File: src/rtl/pc_pkg.sv
// Shared definitions for the fetch PC / return-address-stack slice.
package pc_pkg;

  // Next-PC source; codes 6 and 7 are unused and fall back to sequential.
  typedef enum logic [2:0] {
    PC_SEQ    = 3'd0,
    PC_UNCOND = 3'd1,
    PC_COND   = 3'd2,
    PC_REG    = 3'd3,
    PC_CALL   = 3'd4,
    PC_RET    = 3'd5
  } pc_src_e;

  localparam int unsigned PC_INCR           = 4;
  localparam int unsigned RAS_DEPTH_DEFAULT = 4;

endpackage

File: src/rtl/adder_64bit.sv
// 64-bit modulo adder used by the PC datapath when WIDTH is 64.
module adder_64bit (
  input  logic [63:0] a,
  input  logic [63:0] b,
  output logic [63:0] sum
);

  assign sum = a + b;

endmodule

File: src/rtl/ras_stack.sv
// Circular return-address stack: a push on a full stack overwrites the oldest
// entry and raises a sticky overflow flag; a pop on an empty stack is ignored.
module ras_stack
  import pc_pkg::*;
#(
  parameter int unsigned WIDTH     = 64,
  parameter int unsigned RAS_DEPTH = RAS_DEPTH_DEFAULT
) (
  input  logic                         clk,
  input  logic                         reset,
  input  logic                         push,
  input  logic                         pop,
  input  logic [WIDTH-1:0]             push_data,
  output logic [WIDTH-1:0]             top_data,
  output logic [$clog2(RAS_DEPTH):0]   count,
  output logic                         empty,
  output logic                         full,
  output logic                         overflow
);

  localparam int unsigned PW = $clog2(RAS_DEPTH);
  localparam int unsigned CW = PW + 1;

  logic [WIDTH-1:0] mem [RAS_DEPTH];
  logic [PW-1:0]    top;
  logic [PW-1:0]    top_inc;

  assign top_inc  = top + PW'(1);
  assign top_data = mem[top];
  assign empty    = (count == '0);
  assign full     = (count == CW'(RAS_DEPTH));

  // Pointer, occupancy and overflow bookkeeping.
  always_ff @(posedge clk) begin
    if (reset) begin
      top      <= '0;
      count    <= '0;
      overflow <= 1'b0;
    end else if (push) begin
      top <= top_inc;
      if (full) overflow <= 1'b1;
      else      count    <= count + CW'(1);
    end else if (pop && !empty) begin
      top   <= top - PW'(1);
      count <= count - CW'(1);
    end
  end

  // Entry storage; on a full stack top+1 is the oldest slot, so it is replaced.
  always_ff @(posedge clk) begin
    if (push) mem[top_inc] <= push_data;
  end

endmodule

File: src/rtl/pc_ras_unit.sv
// Fetch program counter with next-PC selection, return-address stack,
// external redirect and stall. Optional RAS target check: define RAS_CHECK_EN.
module pc_ras_unit
  import pc_pkg::*;
#(
  parameter int unsigned       WIDTH     = 64,
  parameter int unsigned       RAS_DEPTH = RAS_DEPTH_DEFAULT,
  parameter logic [WIDTH-1:0]  RESET_PC  = '0
) (
  input  logic                       clk,
  input  logic                       reset,
  input  logic                       enable,
  input  logic                       redirect,
  input  logic [WIDTH-1:0]           redirect_pc,
  input  logic [2:0]                 pc_src,
  input  logic [WIDTH-1:0]           se_shifted_brAddr,
  input  logic [WIDTH-1:0]           se_shifted_condAddr,
  input  logic [WIDTH-1:0]           reg_data,
  output logic [WIDTH-1:0]           pc,
  output logic [$clog2(RAS_DEPTH):0] ras_count,
  output logic                       ras_overflow,
  output logic                       ras_underflow,
  output logic                       ras_mispredict
);

  localparam logic [WIDTH-1:0] INCR_W = WIDTH'(PC_INCR);

  logic [WIDTH-1:0] pc_seq;
  logic [WIDTH-1:0] pc_br;
  logic [WIDTH-1:0] pc_cond;
  logic [WIDTH-1:0] next_pc;
  logic [WIDTH-1:0] ras_top;
  logic             ras_empty;
  logic             ras_full;
  logic             advance;
  logic             do_push;
  logic             do_pop;
  logic             underflow_nxt;
  logic             mispredict_nxt;

  // Offset adders: the dedicated 64-bit adder when it fits, plain + otherwise.
  if (WIDTH == 64) begin : g_add64
    adder_64bit u_add_seq  (.a(pc), .b(INCR_W),              .sum(pc_seq));
    adder_64bit u_add_br   (.a(pc), .b(se_shifted_brAddr),   .sum(pc_br));
    adder_64bit u_add_cond (.a(pc), .b(se_shifted_condAddr), .sum(pc_cond));
  end else begin : g_add_beh
    assign pc_seq  = pc + INCR_W;
    assign pc_br   = pc + se_shifted_brAddr;
    assign pc_cond = pc + se_shifted_condAddr;
  end

  assign advance = enable && !redirect;
  assign do_push = advance && (pc_src == PC_CALL);
  assign do_pop  = advance && (pc_src == PC_RET) && !ras_empty;

  ras_stack #(
    .WIDTH     (WIDTH),
    .RAS_DEPTH (RAS_DEPTH)
  ) u_ras (
    .clk       (clk),
    .reset     (reset),
    .push      (do_push),
    .pop       (do_pop),
    .push_data (pc_seq),
    .top_data  (ras_top),
    .count     (ras_count),
    .empty     (ras_empty),
    .full      (ras_full),
    .overflow  (ras_overflow)
  );

  // Next-PC mux and the pulse conditions raised by a return.
  always_comb begin
    next_pc        = pc_seq;
    underflow_nxt  = 1'b0;
    mispredict_nxt = 1'b0;
    case (pc_src)
      PC_UNCOND: next_pc = pc_br;
      PC_COND:   next_pc = pc_cond;
      PC_REG:    next_pc = reg_data;
      PC_CALL:   next_pc = pc_br;
      PC_RET: begin
        if (ras_empty) begin
          next_pc       = reg_data;
          underflow_nxt = 1'b1;
        end else begin
`ifdef RAS_CHECK_EN
          if (ras_top != reg_data) begin
            next_pc        = reg_data;
            mispredict_nxt = 1'b1;
          end else begin
            next_pc = ras_top;
          end
`else
          next_pc = ras_top;
`endif
        end
      end
      default:   next_pc = pc_seq;
    endcase
  end

  // PC register: reset, then redirect, then stall, then the selected source.
  always_ff @(posedge clk) begin
    if (reset)         pc <= RESET_PC;
    else if (redirect) pc <= redirect_pc;
    else if (enable)   pc <= next_pc;
  end

  // Single-cycle status pulses, only raised by an advancing return.
  always_ff @(posedge clk) begin
    if (reset) begin
      ras_underflow  <= 1'b0;
      ras_mispredict <= 1'b0;
    end else begin
      ras_underflow  <= advance && underflow_nxt;
      ras_mispredict <= advance && mispredict_nxt;
    end
  end

  // ras_full is only consumed inside the stack; kept visible for debug.
  logic unused_full;
  assign unused_full = ras_full;

endmodule

File: config.mk
export PLATFORM = sky130hd
export DESIGN_NAME = pc_ras_unit
export DESIGN_NICKNAME = d
export VERILOG_FILES = /design/src/rtl/pc_pkg.sv /design/src/rtl/adder_64bit.sv /design/src/rtl/ras_stack.sv /design/src/rtl/pc_ras_unit.sv
export SDC_FILE = /design/constraint.sdc
export NUM_CORES = 1
export LEC_CHECK = 0
export CAP_MARGIN = 20
export CORE_MARGIN = 2
export CORE_UTILIZATION = 50
export DETAILED_ROUTE_END_ITERATION = 10
export PLACE_DENSITY = 0.76
export SYNTH_ARGS = -nofsm -noshare
export SYNTH_HDL_FRONTEND = slang
export SYNTH_SLANG_ARGS = --single-unit
File: constraint.sdc
create_clock -name clk -period 7.9 [get_ports clk]
set_clock_uncertainty 0.05 [all_clocks]
set_input_delay 1.58 -clock clk [delete_from_list [all_inputs] [get_ports clk]]
set_output_delay 1.58 -clock clk [all_outputs]
set_load 0.02 [all_outputs]
# Word-level counts from Yosys, hierarchy flattened
# Memories as Yosys holds them, arrays and structs flattened. A register that Yosys moved wholly into a read port is not among the register bits.
# Index checks and enable logic that the tools add are counted.
# Widths: inputs -> output; s select.
word_totals:
  register_bits: 71
  mem_bits_rw: 256
  in_bits: 263
  output_inout_bits: 70
  word_cells: 49
  mem_count: 1
memory_table:
  columns: ["name", "words", "word_bits", "read_ports", "rd_clocked_by_memory_dff", "write_ports", "line", "text"]
  rows:
  - ["u_ras.mem", 4, 64, 1, 1, 1, "ras_stack.sv:24", "logic [WIDTH-1:0] mem [RAS_DEPTH];"]
classes:
  addsub: 7
  n_eq_ne: 7
  mux: 15
  reduce_logical: 14
op_table:
  columns: ["operator", "count"]
  rows:
  - ["$pmux 64 s4", 1]
  - ["$mux 64", 3]
  - ["$add 64x64->64", 2]
  - ["$add 64x3->64 const B", 1]
  - ["$eq 3x3->1 const B", 3]
  - ["$mux 3", 3]
  - ["$mux 2", 4]
  - ["$eq 3x2->1 const B", 2]
  - ["$logic_and 1x1->1", 6]
  - ["$mux 1", 4]
  - ["$reduce_and 2->1", 2]
  - ["$reduce_bool 2->1", 2]
  - ["$add 3x1->3 const B", 1]
  - ["$eq 3x1->1 const B", 1]
  - ["$logic_not 3->1", 1]
  - ["$sub 3x1->3 const B", 1]
  - ["$add 2x1->2 const B", 1]
  - ["$logic_not 1->1", 2]
  - ["$ne 2x2->1 const B", 1]
  - ["$reduce_or 2->1", 1]
  - ["$sub 2x1->2 const B", 1]

# Longest topological paths before layout
# Gate-level depths: netlist of run 1.
depth:
  word_depth: 9
  mapped_depth: 17
  depth_no_buf: 15

# Modules after synthesis
# A second synthesis of run 1 with hierarchy kept.
hier_totals:
  hier_cells: 2929
  hier_area_um2: 27960.6
by_module_without_submodules:
  columns: ["module", "n_inst", "cells_per_inst", "area_per_inst_um2", "seq_area_each_um2"]
  rows:
  - ["ras_stack", 1, 389, 9783.1, 7847.5]
  - ["pc_ras_unit", 1, 842, 6723.9, 1301.2]
  - ["adder_64bit (g_add64.u_add_br)", 1, 579, 3902.5, 0.0]
  - ["adder_64bit (g_add64.u_add_cond)", 1, 554, 3811.2, 0.0]
  - ["adder_64bit (g_add64.u_add_seq)", 1, 565, 3739.8, 0.0]

# Least setup slack after synthesis of run 1
# Ideal clock, no wire load.
synth_path:
  path_type: "input -> register"
  start: "input pc_src[2]"
  end: "register pc[63]"
  setup_ns: 0.126
  arrival_time_ns: 5.647
  t_required_ns: 7.724
  setup_slack_ns: 2.076
  cell_stages: 16
  path_cell_list: "clkbuf_1 > xnor2_1 > nor2_1 > clkbuf_1 > mux2_2 > ha_1 > a21o_1 > a221o_1 > a211oi_4 > o32ai_1 > or3_4 > a31o_4 > a31o_4 > a21oi_2 > mux2i_1 > a21oi_1"
synth_via:
  elab_chain_cells: 5
  elab_cells_between_ends: 9
  cone_classes: "eq/ne: 5; mux: 3; reduce/logical: 1"
synth_lines:
  columns: ["item", "line", "text"]
  rows:
  - ["start, declared", "pc_ras_unit.sv:15", "input logic [2:0] pc_src,"]
  - ["$eq 3x3->1 / $eq 3x1->1 (equally long branches)", "pc_ras_unit.sv:77", "case (pc_src)"]
  - ["$reduce_or 2->1 (no line)", null, null]
  - ["$pmux 64 s4 (*)", "pc_ras_unit.sv:77", null]
  - ["$mux 64 (*)", "pc_ras_unit.sv:107", "else if (enable) pc <= next_pc;"]
  - ["$mux 64 (*)", "pc_ras_unit.sv:106", "else if (redirect) pc <= redirect_pc;"]
  - ["end signal, assigned", "pc_ras_unit.sv:106", null]
  - ["end signal, assigned", "pc_ras_unit.sv:107", null]
  - ["end, declared", "pc_ras_unit.sv:19", "output logic [WIDTH-1:0] pc,"]
# Every way passes the cells marked *; elsewhere a longest branch is shown, timed or not. The select of a mux whose other input is x is not followed.
# A chain may end at the register's enable or synchronous reset.

# Worst setup path after layout of run 1
layout_path:
  start: "input pc_src[2]"
  end: "register pc[28]"
# Same word-level chain as after synthesis.

==> results of run 1 <==
## registers in the layout, summed over array words and instances (netlist names), named ones only
name / cells
u_ras.overflow: 1
u_ras.mem: 256
ras_underflow: 1
u_ras.count: 3
u_ras.top: 2
pc: 64
## worst max-delay path, delay by kind of cell
family | cells | cell delay, ps
AO/OA/AOI/OAI | 7 | 2170
buffers and inverters | 2 | 1050
AND/OR/NAND/NOR | 3 | 620
multiplexers | 1 | 410
adder cells (fa/ha/maj) | 1 | 360
XOR/XNOR | 2 | 330
## cell families after synthesis
group | synth area share
AOI/OAI and AO/OA | 0.165
muxes | 0.111
and+or+nand+nor | 0.123
other | 0.000190
DFF | 0.465
buffers and inverters | 0.0287
xor gates and xnor gates | 0.0538
adders and majority gates | 0.0541
## path summary, 6_finish.rpt
kind / from / endpoint
max: pc_src[2] / pc[28]
min: u_ras.overflow / u_ras.overflow
max reg2reg: pc[23] / pc[57]
min reg2reg: u_ras.overflow / u_ras.overflow
## metal layers
layer  part of all wire  GRT usage  vias to the layer above
li1                   -          -                     7508
met1               0.40      0.494                     8406
met2               0.45      0.537                     1212
met3               0.11     0.0529                      176
met4              0.038      0.141                        0
met5                  0          0                        -
## per-stage QoR
stage,util,instances
after floorplan,-,1779
after global placement,0.605,2545
after detailed placement,0.605,2545
after CTS,0.636,2609
after global routing,0.636,2609
final,0.636,2610
## area by class of cell
class	count	area, um2	share of cell area
Antenna cell	1	2.50	0.000102
Clock buffer	51	997	0.0405
Clock inverter	13	183	0.00742
Inverter	26	97.6	0.00396
Multi-Input combinational cell	1312	10000	0.407
Sequential cell	329	9150	0.372
Tap cell	518	648	0.0263
Timing Repair Buffer	360	3530	0.143
## power by group
part	internal (mW)	leakage (nW)	switching, mW
clock	1.01	0.569	0.698
sequential	1.91	3.00	0.0805
combinational	0.479	5.05	0.643
## synthesized netlist by cell type (all sizes together) (9+ instances only)
cell type  instances  share of area
edfxtp           256           0.39
a21oi            164          0.042
nor2             128          0.024
nand2            126          0.024
clkbuf            88          0.018
o21ai             86          0.022
ha                82          0.052
xnor2             81          0.036
dfxtp             73          0.074
mux4              64          0.073
mux2              63          0.036
nand3             55          0.014
a221oi            44          0.020
xor2              40          0.018
nand4             38          0.012
a21o              29          0.011
nor3              29         0.0076
inv               25         0.0048
a211oi            24          0.010
buf               23         0.0055
and3              22         0.0071
a221o             21          0.011
nor3b             21         0.0080
o211ai            17         0.0065
o22ai             15         0.0048
and4              12         0.0053
or3               12         0.0041
o21bai            11         0.0042
a222oi            10         0.0051
o21a              10         0.0038
and2               9         0.0029
nor4               9         0.0029
==> results.md, run 1 <==
* Outcome: finished, final reports clean
* Net Count, Synth at 2,126
* Setup Viol. Count Final at 0
* Vias in the first global route at approximately 17,000
* H-tree levels at 2
* I/O Buffers at 331
* WP data arrival at between 6000 and 7000 ps
* WHS Path Cells at 2
* Row cnt at 72
* Post-DP Area at between 20,000 and 25,000 um2
* Hold crit path type: reg2reg
* Synth unique cells at 80
* Antenna Nets Post-Route at 0
* Power density over the cells at just under 200 nW/um2
* Fin. Hold Viols at 0
* Setup bufs post-CTS at 0
* Final worst setup slack at 1670 ps
* Most frequent cells in the layout: clkdlybuf4s50_1, edfxtp_1, a21oi_1
* Syn avg cell area at around 11 um2
* Worst Setup End Kind: flip-flop
* Post-synth top flop: edfxtp_1
* Fmax at between 0.15 and 0.2 GHz
* Critical path launch point type: primary input
* Core Box Area at 38,700 um2
* DRT Wirelength at ~72,000 um
* Synthesized area at 19,700 um2
* Initial Util at 0.508
* Final Power at 4.83 mW
* Worst-Margin Slew at approximately 960 ps
* Worst path slowest cell: a2111oi_0
* Crit Path Category: in2reg
* Critical Path Max Stage Delay at 780 ps
* Unrepaired setup endpoints after global routing: no
* Via count at between 15,000 and 20,000
* CTS tree: yes
* Worst reg2reg path depth at 9
* Starting DRT DRC Count at approximately 2,100
* DPL Wire Length at a little over 50,000 um
* Synth-to-layout area growth at 25.1%
* Drt wl/cell at ~28 um
* Max-Cap Viols at 0
* Mapped Cells at 1,779
* Fin area at 24,600 um2
* Critical Path RT at between 8000 and 9000 ps
* Register area share after synthesis at 0.465
* Crit path time final at slightly above 6000 ps
* Initial antenna violation count at 1
* Die Ht at around 200 um
* Vias per cell at between 6 and 7
* Worst-path maximum fanout at a little over 60
* Slew margin rel. at 0.361
* Fin. max-slew vios at 0
* # clock sinks at between 300 and 400
* Cts hold-fix bufs at 0
* Clk_lat worst skew at 560 ps
* Root Driver: clkbuf_16
* Leak at 8.62 nW
* Final setup TNS at 0 ps
* Fin nets at about 2,400
* Fillers at roughly 3,100
* CP cell instances: clkdlybuf4s50_1 > xnor2_1 > nor2_4 > buf_12 > mux2_2 > ha_1 > nand3_1 > a21oi_1 > o21ai_0 > a2111oi_0 > nor2_1 > o31ai_1 > a21oi_1 > xnor2_1 > a221oi_1 > a211oi_1
* Synthesis warning total at 0
* Commonest non-fill, non-tap cell in the layout: clkdlybuf4s50_1
* Post-synth EDFFs at between 200 and 300
* Residual DRC at 0
* GP Congestion at 0.990
* Overflow after GRT at 0
* Reg2reg setup slack at between 3000 and 4000 ps
* Global-route wire length before repair at approximately 110,000 um
* Post-cts repair resize count at 0
* Reg clk slew, reported paths at about 60 ps
* Post-synthesis register bit count at roughly 330
* Die area at 41,000 um2
* Total track usage at 0.348
* Deepest clock path buffer count at 3
* DR pass1 iterations at 6
* Num CTS Buffers at 36
* Largest net degree at the start of global routing at between 60 and 70
* Pre-CTS setup slack at ~1300 ps
* Final period util at 0.789
* Maximum VDD drop at ~0.14 mV
* WHS at approximately 430 ps
* Top-level I/O count at about 330
* Async S/R FF share, synth at 0
* Die W at 202 um
* Layout cells sized above 1 at 0.116
No activity file was read; power rests on OpenSTA's default activity.
==> run 2, diff against run 1 <==
Clock period 7.9 ns to 6.2 ns, I/O delays scaled along.
==> results.md, run 2 (same netlist as run 1, synthesis figures left out) <==
* Maximum VDD drop at 0.231 mV (was 0.137 mV)
* Root Driver: clkbuf_16 (unchanged)
* Vias in the first global route at 16,900 (was 17,100)
* Switching Share at 0.295 (about the same)
* Most frequent cells in the layout: clkdlybuf4s50_1, edfxtp_1, a21oi_1 (unchanged)
* DRT Wirelength at 72,800 um (was 72,300 um)
* Die W at 202 um (unchanged)
* Worst path bufs/invs at 3 (was 2)
* Global-route wire length before repair at 107,000 um (was 106,000 um)
* Power density over the cells at 248 nW/um2 (was 196 nW/um2)
* Largest net degree at the start of global routing at 74 (was 63)
* Clk_lat worst skew at 540 ps (was 560 ps)
* Fin nets at 2,421 (was 2,412)
* Placed cell count at 2,554 (was 2,545)
* Final setup TNS at 0 ps (unchanged)
* Setup bufs post-CTS at 0 (unchanged)
* Reg clk slew, reported paths at 50 ps (was 60 ps)
* Unrepaired setup endpoints after global routing: no (unchanged)
* Initial Util at 0.508 (unchanged)
* Clock Power Share at 0.351 (was 0.355)
* Worst Setup End Kind: flip-flop (unchanged)
* CP cell instances: clkdlybuf4s50_1 > xnor2_1 > nor2_4 > buf_12 > mux2_2 > ha_1 > fa_1 > a41oi_1 > o21ai_0 > a211oi_1 > nor4_1 > o31ai_1 > buf_4 > o21a_1 > o21a_1 > nor4_1 > or3_1 (was clkdlybuf4s50_1 > xnor2_1 > nor2_4 > buf_12 > mux2_2 > ha_1 > nand3_1 > a21oi_1 > o21ai_0 > a2111oi_0 > nor2_1 > o31ai_1 > a21oi_1 > xnor2_1 > a221oi_1 > a211oi_1)
* Hold crit path type: reg2reg (unchanged)
* Fmax at roughly 0.18 GHz
* WP data arrival at 5920 ps (was 6580 ps)
* Starting DRT DRC Count at 1,994 (was 2,100)
* Layout cells sized above 1 at 0.120 (was 0.116)
* Largest register by flop count: u_ras.mem (unchanged)
* Cts hold-fix bufs at 0 (unchanged)
* Critical path launch point type: primary input (unchanged)
* Setup Viol. Count Final at 0 (unchanged)
* Seq pwr share at 0.413 (about the same)
* Die area at 41,000 um2 (unchanged)
* Top-level I/O count at 333 (unchanged)
* Slew margin rel. at 0.273 (was 0.361)
* Multi-input logic area at 10,000 um2 (unchanged)
* Worst-Margin Slew at 1090 ps (was 958 ps)
* Deepest clock path buffer count at 3 (unchanged)
* Switching pwr at 1.81 mW (was 1.42 mW)
* Crit Path Category: in2reg (unchanged)
* Worst path slowest cell: clkdlybuf4s50_1 (was a2111oi_0)
* Crit path time final at ~5600 ps
* # clock sinks at 329 (unchanged)
* WHS Path Cells at 2 (unchanged)
* Total track usage at 0.349 (was 0.348)
* Combinational power share at 0.236 (was 0.233)
* Initial antenna violation count at 0 (was 1)
* Pint at 4.33 mW (was 3.40 mW)
* Non-filler cells, final at 2,618 (was 2,610)
* DR pass1 iterations at 6 (unchanged)
* Fin. Hold Viols at 0 (unchanged)
* Overflow after GRT at 0 (unchanged)
* Outcome: finished, final reports clean (unchanged)
* Register area at 9150 um2 (unchanged)
* Row cnt at 72 (unchanged)
* Max-Cap Viols at 0 (unchanged)
* Max reg flops at 256 (unchanged)
* CTS tree: yes (unchanged)
* Top Registers: u_ras.mem (256), pc (64), u_ras.count (3) (unchanged)
* H-tree levels at 2 (unchanged)
* Worst path top cell family by delay: compound AO/OA/AOI/OAI gates (unchanged)
* Commonest non-fill, non-tap cell in the layout: clkdlybuf4s50_1 (unchanged)
* Drt wl/cell at 27.8 um (was 27.7 um)
* Synth-to-layout area growth at 25.8% (was 25.1%)
* Fin. max-slew vios at 0 (unchanged)
* Leak at 8.68 nW (was 8.62 nW)
* Diodes inserted at 0 (was 1)
* Residual DRC at 0 (unchanged)
* Worst reg2reg path depth at 9 (unchanged)
* Critical Path RT at 6560 ps (was 8250 ps)
* Post-cts repair resize count at 0 (unchanged)
* I/O Buffers at 331 (unchanged)
* Num CTS Buffers at 36 (unchanged)
* Vias per cell at 6.60 (was 6.63)
* Cell count along the critical path at 17 (was 16)
* Worst-path maximum fanout at 44 (was 62)
* Critical Path Max Stage Delay at 610 ps (was 780 ps)
* Fillers at 3,007 (was 3,123)
* GP Congestion at 1.01 (was 0.990)
* Antenna Nets Post-Route at 0 (unchanged)
* Via count at 17,300 (about the same)
* Core Box Area at 38,700 um2 (unchanged)
* Die Ht at 202 um (unchanged)
* Final period util at 0.898
* DPL Wire Length at 51,900 um (was 51,700 um)
==> run 2: cell count changes in the layout (fill, tap and decap cells not counted) <==
cell        change
clkinv_1        +1
clkinvlp_4      -1
diode_2         -1
buf_4           +3
buf_12          +6
clkinv_4        +1
clkbuf_8        -1
clkinv_2        +3
clkbuf_1        -3
==> run 2: cell type report <==
class,instances,share of cell area
Timing Repair Buffer,369,0.148
Inverter,26,0.00394
Multi-Input combinational cell,1312,0.404
Tap cell,518,0.0262
Clock buffer,47,0.0393
Sequential cell,329,0.370
Clock inverter,17,0.00819
==> run 2: routing by layer <==
layer,part of all wire,track usage,vias up
met1,0.40,0.486,8433
li1,-,-,7518
met4,0.044,0.144,0
met2,0.44,0.525,1167
met5,0,0,-
met3,0.12,0.0819,172
==> run 2: final timing paths <==
check                 startpoint        endpoint  slack, ps
setup / recovery       pc_src[0]          pc[58]        630
hold / removal    u_ras.overflow  u_ras.overflow        470
setup reg to reg          pc[15]          pc[46]       1860
hold reg to reg   u_ras.overflow  u_ras.overflow        470
==> run 2: worst min-delay path, cell delays in order, from the launching register on <==
cell and delay, ps:
dfxtp_1 350, a31oi_1 60, nor2_1 80
==> run 2: metrics by stage <==
step                hold slack [ps]  power (mW)  worst slack (ps)  instance area, um2  utilization
floorplan                       462        3.38               716               19700            -
global route                    517        6.34               329               24800        0.639
detailed placement              438        3.99               152               23600        0.609
global placement                403        3.98               263               23600        0.609
CTS                             460        6.13               675               24800        0.639
finish                          465        6.15               634               24800        0.639
==> run 2: power groups by stage <==
stage | logic, mW | clock network, mW | registers, mW
floorplan | 0.799 | 0 | 2.58
finish | 1.45 | 2.16 | 2.54
global placement | 1.40 | 0 | 2.58
global route | 1.55 | 2.25 | 2.54
detailed placement | 1.41 | 0 | 2.58
CTS | 1.42 | 2.17 | 2.53
